File: src/rtl/l1_request_gen.sv
// Request front end for the L1 lookup engine: buffers byte addresses, splits them
// into tag/index/offset and runs the find_start/updated handshake one access at a time.
module l1_request_gen #(
   parameter int BLOCK_SIZE_BYTE = 16,
   parameter int SET             = 512,
   parameter int FIFO_DEPTH      = 4,
   parameter int TIMEOUT         = 255,
   parameter int OFF_W           = $clog2(BLOCK_SIZE_BYTE),
   parameter int IDX_W           = $clog2(SET),
   parameter int TAG_W           = 32 - IDX_W - OFF_W
) (
   input  logic             clk,
   input  logic             reset,
   input  logic             addr_valid,
   input  logic [31:0]      addr_in,
   output logic             addr_ready,
   output logic [TAG_W-1:0] tag,
   output logic [IDX_W-1:0] index,
   output logic [OFF_W-1:0] block_offset,
   output logic             find_start,
   input  logic             found_in_cache,
   input  logic             updated,
   output logic [19:0]      access_count,
   output logic [19:0]      hit_count,
   output logic [19:0]      miss_count,
   output logic             busy,
   output logic             timeout_err
);

   localparam int PTR_W = (FIFO_DEPTH > 1) ? $clog2(FIFO_DEPTH) : 1;
   localparam int OCC_W = $clog2(FIFO_DEPTH + 1);
   localparam int TO_W  = $clog2(TIMEOUT + 1);

   typedef enum logic [1:0] {S_IDLE, S_ISSUE, S_WAIT, S_GAP} state_t;

   state_t           r_state, w_next;
   logic [31:0]      r_mem [FIFO_DEPTH];
   logic [PTR_W-1:0] r_wr_ptr, r_rd_ptr;
   logic [OCC_W-1:0] r_occ;
   logic [TO_W-1:0]  r_to_cnt;
   logic [31:0]      r_addr;
   logic             r_find_start, r_timeout_err;
   logic [19:0]      r_acc_cnt, r_hit_cnt, r_miss_cnt;
   logic             w_push, w_pop, w_done, w_abort;

   function automatic logic [19:0] sat_inc(input logic [19:0] v);
      return (v == 20'hFFFFF) ? v : v + 20'd1;
   endfunction

   assign addr_ready = (r_occ != OCC_W'(FIFO_DEPTH));
   assign w_push     = addr_valid & addr_ready;
   assign w_pop      = (r_state == S_IDLE) && (r_occ != '0);
   assign w_done     = (r_state == S_WAIT) && updated;
   // updated wins over the timeout when both land in the last WAIT cycle
   assign w_abort    = (r_state == S_WAIT) && !updated && (r_to_cnt == TO_W'(TIMEOUT - 1));

   always_comb begin
      w_next = r_state;
      case (r_state)
         S_IDLE:  if (w_pop) w_next = S_ISSUE;
         S_ISSUE: w_next = S_WAIT;
         S_WAIT:  if (w_done) w_next = S_GAP;
                  else if (w_abort) w_next = S_IDLE;
         S_GAP:   w_next = S_IDLE;
         default: w_next = S_IDLE;
      endcase
   end

   always_ff @(posedge clk) begin
      if (w_push) r_mem[r_wr_ptr] <= addr_in;
   end

   always_ff @(posedge clk) begin
      if (!reset) begin
         r_state       <= S_IDLE;
         r_wr_ptr      <= '0;
         r_rd_ptr      <= '0;
         r_occ         <= '0;
         r_to_cnt      <= '0;
         r_addr        <= '0;
         r_find_start  <= 1'b0;
         r_timeout_err <= 1'b0;
         r_acc_cnt     <= '0;
         r_hit_cnt     <= '0;
         r_miss_cnt    <= '0;
      end else begin
         r_state      <= w_next;
         r_find_start <= w_pop;
         if (w_push) r_wr_ptr <= r_wr_ptr + PTR_W'(1);
         if (w_pop)  r_rd_ptr <= r_rd_ptr + PTR_W'(1);
         case ({w_push, w_pop})
            2'b10:   r_occ <= r_occ + OCC_W'(1);
            2'b01:   r_occ <= r_occ - OCC_W'(1);
            default: r_occ <= r_occ;
         endcase
         if (w_pop) r_addr <= r_mem[r_rd_ptr];
         if (r_state == S_ISSUE)     r_to_cnt <= '0;
         else if (r_state == S_WAIT) r_to_cnt <= r_to_cnt + TO_W'(1);
         if (w_abort) r_timeout_err <= 1'b1;
         if (w_done) begin
            r_acc_cnt <= sat_inc(r_acc_cnt);
            if (found_in_cache) r_hit_cnt  <= sat_inc(r_hit_cnt);
            else                r_miss_cnt <= sat_inc(r_miss_cnt);
         end
      end
   end

   assign tag          = r_addr[31:OFF_W+IDX_W];
   assign index        = r_addr[OFF_W+IDX_W-1:OFF_W];
   assign block_offset = r_addr[OFF_W-1:0];
   assign find_start   = r_find_start;
   assign timeout_err  = r_timeout_err;
   assign access_count = r_acc_cnt;
   assign hit_count    = r_hit_cnt;
   assign miss_count   = r_miss_cnt;
   assign busy         = (r_state != S_IDLE) || (r_occ != '0);

endmodule

File: config.mk
export PLATFORM = sky130hd
export DESIGN_NAME = l1_request_gen
export DESIGN_NICKNAME = d
export VERILOG_FILES = /design/src/rtl/l1_request_gen.sv
export SDC_FILE = /design/constraint.sdc
export NUM_CORES = 1
export LEC_CHECK = 0
export CORE_MARGIN = 2
export CORE_UTILIZATION = 55
export DETAILED_ROUTE_END_ITERATION = 8
export PLACE_DENSITY = 0.78
export SYNTH_ARGS = -nofsm -noshare
export SYNTH_HDL_FRONTEND = slang
export SYNTH_SLANG_ARGS = --single-unit
File: constraint.sdc
create_clock -name clk -period 4.24 [get_ports clk]
set_clock_uncertainty 0.15 [all_clocks]
set_input_delay 0.636 -clock clk [delete_from_list [all_inputs] [get_ports clk]]
set_output_delay 0.636 -clock clk [all_outputs]
set_load 0.05 [all_outputs]
==> out/qor.yml <==
clock_network:
  clock_latency_ns: 0.53
  numCtsBuffers: 25
  cts_resized: 0
  cts_max_path_buffers: 3
  postCtsSetupBuffers: 0
  ctsHtreeMaxLevel: 1
  cts_root_buf: "clkbuf_16"
  cts.sinks: 239
  ctsHoldBuffers: 0
  cts_tree: "built"
  clkTransAtPathRegs_ns: 0.06
worst_setup_path:
  critPathKind: "reg -> reg"
  crit_required_ns: 4.54
  cp.arrival_ns: 3.26
  cp-end-kind: "flop"
  cp_max_fo: 35
  r2r_end: "r_occ[2]$_SDFFE_PN0P_"
  worst_r2r_startpoint: "r_state[1]$_SDFFE_PN0P_"
  r2r_cells: 11
  ff2ff_setup_slack_ns: 1.28
  start_kind: "flop"
placement:
  io_buffers: 132
  dp_hpwl_um: 12300
  dp.cells: 1099
  gp_congestion: 0.804
drt:
  ant_nets: 0
  wl_um: 19400
  dr.pass1.iters: 5
  vias_per_cell: 5.57
  drt-initial-drc-count: 475
  wl_per_cell_um: 16.9
  route.detailed.drc: 0
  num_vias: 6373
timing:
  rsz0062_at_grt: "false"
  setup_tns_ns: 0
  post-route-period-util_pct: 69.9
  tightest_slew_ns: 0.837
  finalCriticalPeriod_ns: 2.96
  timing.hold.ws_ns: 0.305
  hold_viol_final: 0
  slew_headroom_pct: 44.2
  timing.fmax_mhz: 337
  slew_viol_final: 0
  finalSetupViolations: 0
die:
  dieArea_mm2: 0.0185
  num_rows: 48
  ioPinCount: 133
  die_w_um: 136
  start_util_pct: 55.7
  die_height_um: 136
  core_area_mm2: 0.0172
worst_hold_path:
  holdPathEnd: "r_addr[19]$_SDFFE_PN0P_"
  min_path_type: "reg -> reg"
  min_from: "r_addr[19]$_SDFFE_PN0P_"
  hold_path_depth: 2
cells_and_area:
  multi_input_area_mm2: 0.00331
  fill_cells: 1248
  register_area_mm2: 0.00607
  final_nets: 949
  drive_gt1_share_pct: 10.4
  antenna_cells: 0
  stdcell_count: 1145
  syn_to_final_growth_pct: 25.1
logic_synthesis:
  netlist_instances: 767
  synthTopCellsByCount: "128 x edfxtp_1, 111 x dfxtp_1, 98 x nand2_1"
  async_flop_share_pct: 0
  synth_edf_count: 128
  netlist_area_mm2: 0.00957
  yosys.cell_types.count: 50
  ys.flop_type: "edfxtp_1"
  ys_warn_count: 0
  post-synth-top-count-cell: "edfxtp_1"
  synth_nets: 815
  ys_ff_latch: 239
  synth.top_cell.area_share_pct: 40.2
  synth_top_area_cell: "edfxtp_1"
  synth.area.top_cells: "edfxtp_1 40%, dfxtp_1 23%, mux4_2 7.5%"
  avgSynthCellArea_um2: 12.5
  yosysSeqAreaShare_pct: 63.4
grt:
  antenna_found_initial: 0
  overflow: 0
  grtUsageTotal_pct: 21.3
  grt_pass1_vias: 6197
  grt_first_pass_wirelength_um: 31300
  grt_max_degree: 65
status:
  status: "completed"
power_and_ir_drop:
  leakagePower_nw: 3.94
  p_per_area_mw_per_mm2: 587
  peakVddDrop_mv: 0.538
flow_run:
  drv_cap: 0
==> state kept, by name, indices dropped and copies added (netlist names) <==
| name | cells |
|---|---|
| r_state | 2 |
| r_occ | 3 |
| find_start | 1 |
| r_to_cnt | 8 |
| r_addr | 32 |
| r_wr_ptr | 2 |
| timeout_err | 1 |
| r_mem | 128 |
| access_count | 20 |
| r_rd_ptr | 2 |
| miss_count | 20 |
| hit_count | 20 |
==> metrics by stage <==
step	power, mW	area (um^2)	util, %	setup WS, ns
after detailed placement	4.87	11100	64.7	1.31
final	7.03	12000	69.7	1.28
after floorplan	4.26	9570	-	1.55
after global placement	4.83	11100	64.7	1.37
after CTS	7.10	12000	69.7	1.26
after global routing	7.32	12000	69.7	1.14
==> metal layers <==
metal,wire [um],part of all wire [%],global-route usage (%)
met1,8120,42,28.4
met2,9500,49,36.5
met3,1420,7.3,4.55
met4,340,1.8,4.28
met5,0,0,0
==> where the power goes <==
part	internal [mW]	switching, mW	total [mW]
Sequential	2.76	0.207	2.97
Clock	1.33	0.886	2.22
Combinational	0.676	1.17	1.84
Total	4.77	2.26	7.03
==> logic make-up (layout without fill, tap and decap cells) <==
logic type                 after synthesis  in the layout  share of synthesized area (%)
AOI/OAI and AO/OA                       91             91                           5.41
xor gates and xnor gates                53             53                           4.85
adders and majority gates               11             11                           1.52
buffers and inverters                   49            202                           2.09
DFF                                    239            239                           63.4
muxes                                   34             34                           7.74
and+or+nand+nor                        290            290                           15.0
==> worst max-delay path by stage <==
| stage | from | to | slack (ns) | cells after the start |
|---|---|---|---|---|
| finish | r_state[1]$_SDFFE_PN0P_ | r_occ[2]$_SDFFE_PN0P_ | 1.28 | 11 |
| global route | r_state[1]$_SDFFE_PN0P_ | r_occ[2]$_SDFFE_PN0P_ | 1.14 | 11 |
| CTS | r_state[1]$_SDFFE_PN0P_ | r_occ[2]$_SDFFE_PN0P_ | 1.26 | 11 |
| detailed placement | r_state[1]$_SDFFE_PN0P_ | r_occ[2]$_SDFFE_PN0P_ | 1.31 | 11 |
| global placement | updated | miss_count[18]$_SDFFE_PN0P_ | 1.37 | 6 |
| floorplan | r_occ[0]$_SDFFE_PN0P_ | r_occ[2]$_SDFFE_PN0P_ | 1.55 | 10 |
==> cells in the final DEF, fill, tap and decap left out, drive strengths merged, types with 14 or more instances in the layout <==
master,count
clkdlybuf4s50,132
edfxtp,128
dfxtp,111
nand2,98
nor2,68
a21oi,57
mux4,32
clkbuf,32
xor2,27
xnor2,26
nand3,25
nand4,23
inv,14
==> area by class of cell <==
type | instances | share of cell area [%]
Inverter | 13 | 0.408
Timing Repair Buffer | 143 | 11.8
Multi-Input combinational cell | 479 | 27.6
Clock buffer | 32 | 5.70
Sequential cell | 239 | 50.7
Clock inverter | 14 | 1.42
Tap cell | 225 | 2.35
==> worst max-delay path: stages (launching register included) <==
cell,delay [ns]
dfxtp_1,0.42
nor2_1,0.18
nand2b_1,0.07
buf_4,0.26
clkinv_1,0.08
buf_4,0.39
ha_1,0.27
inv_1,0.06
fa_1,0.37
xor2_1,0.16
or3_1,0.31
a21oi_1,0.15
Power figures use the tool's default switching activity.
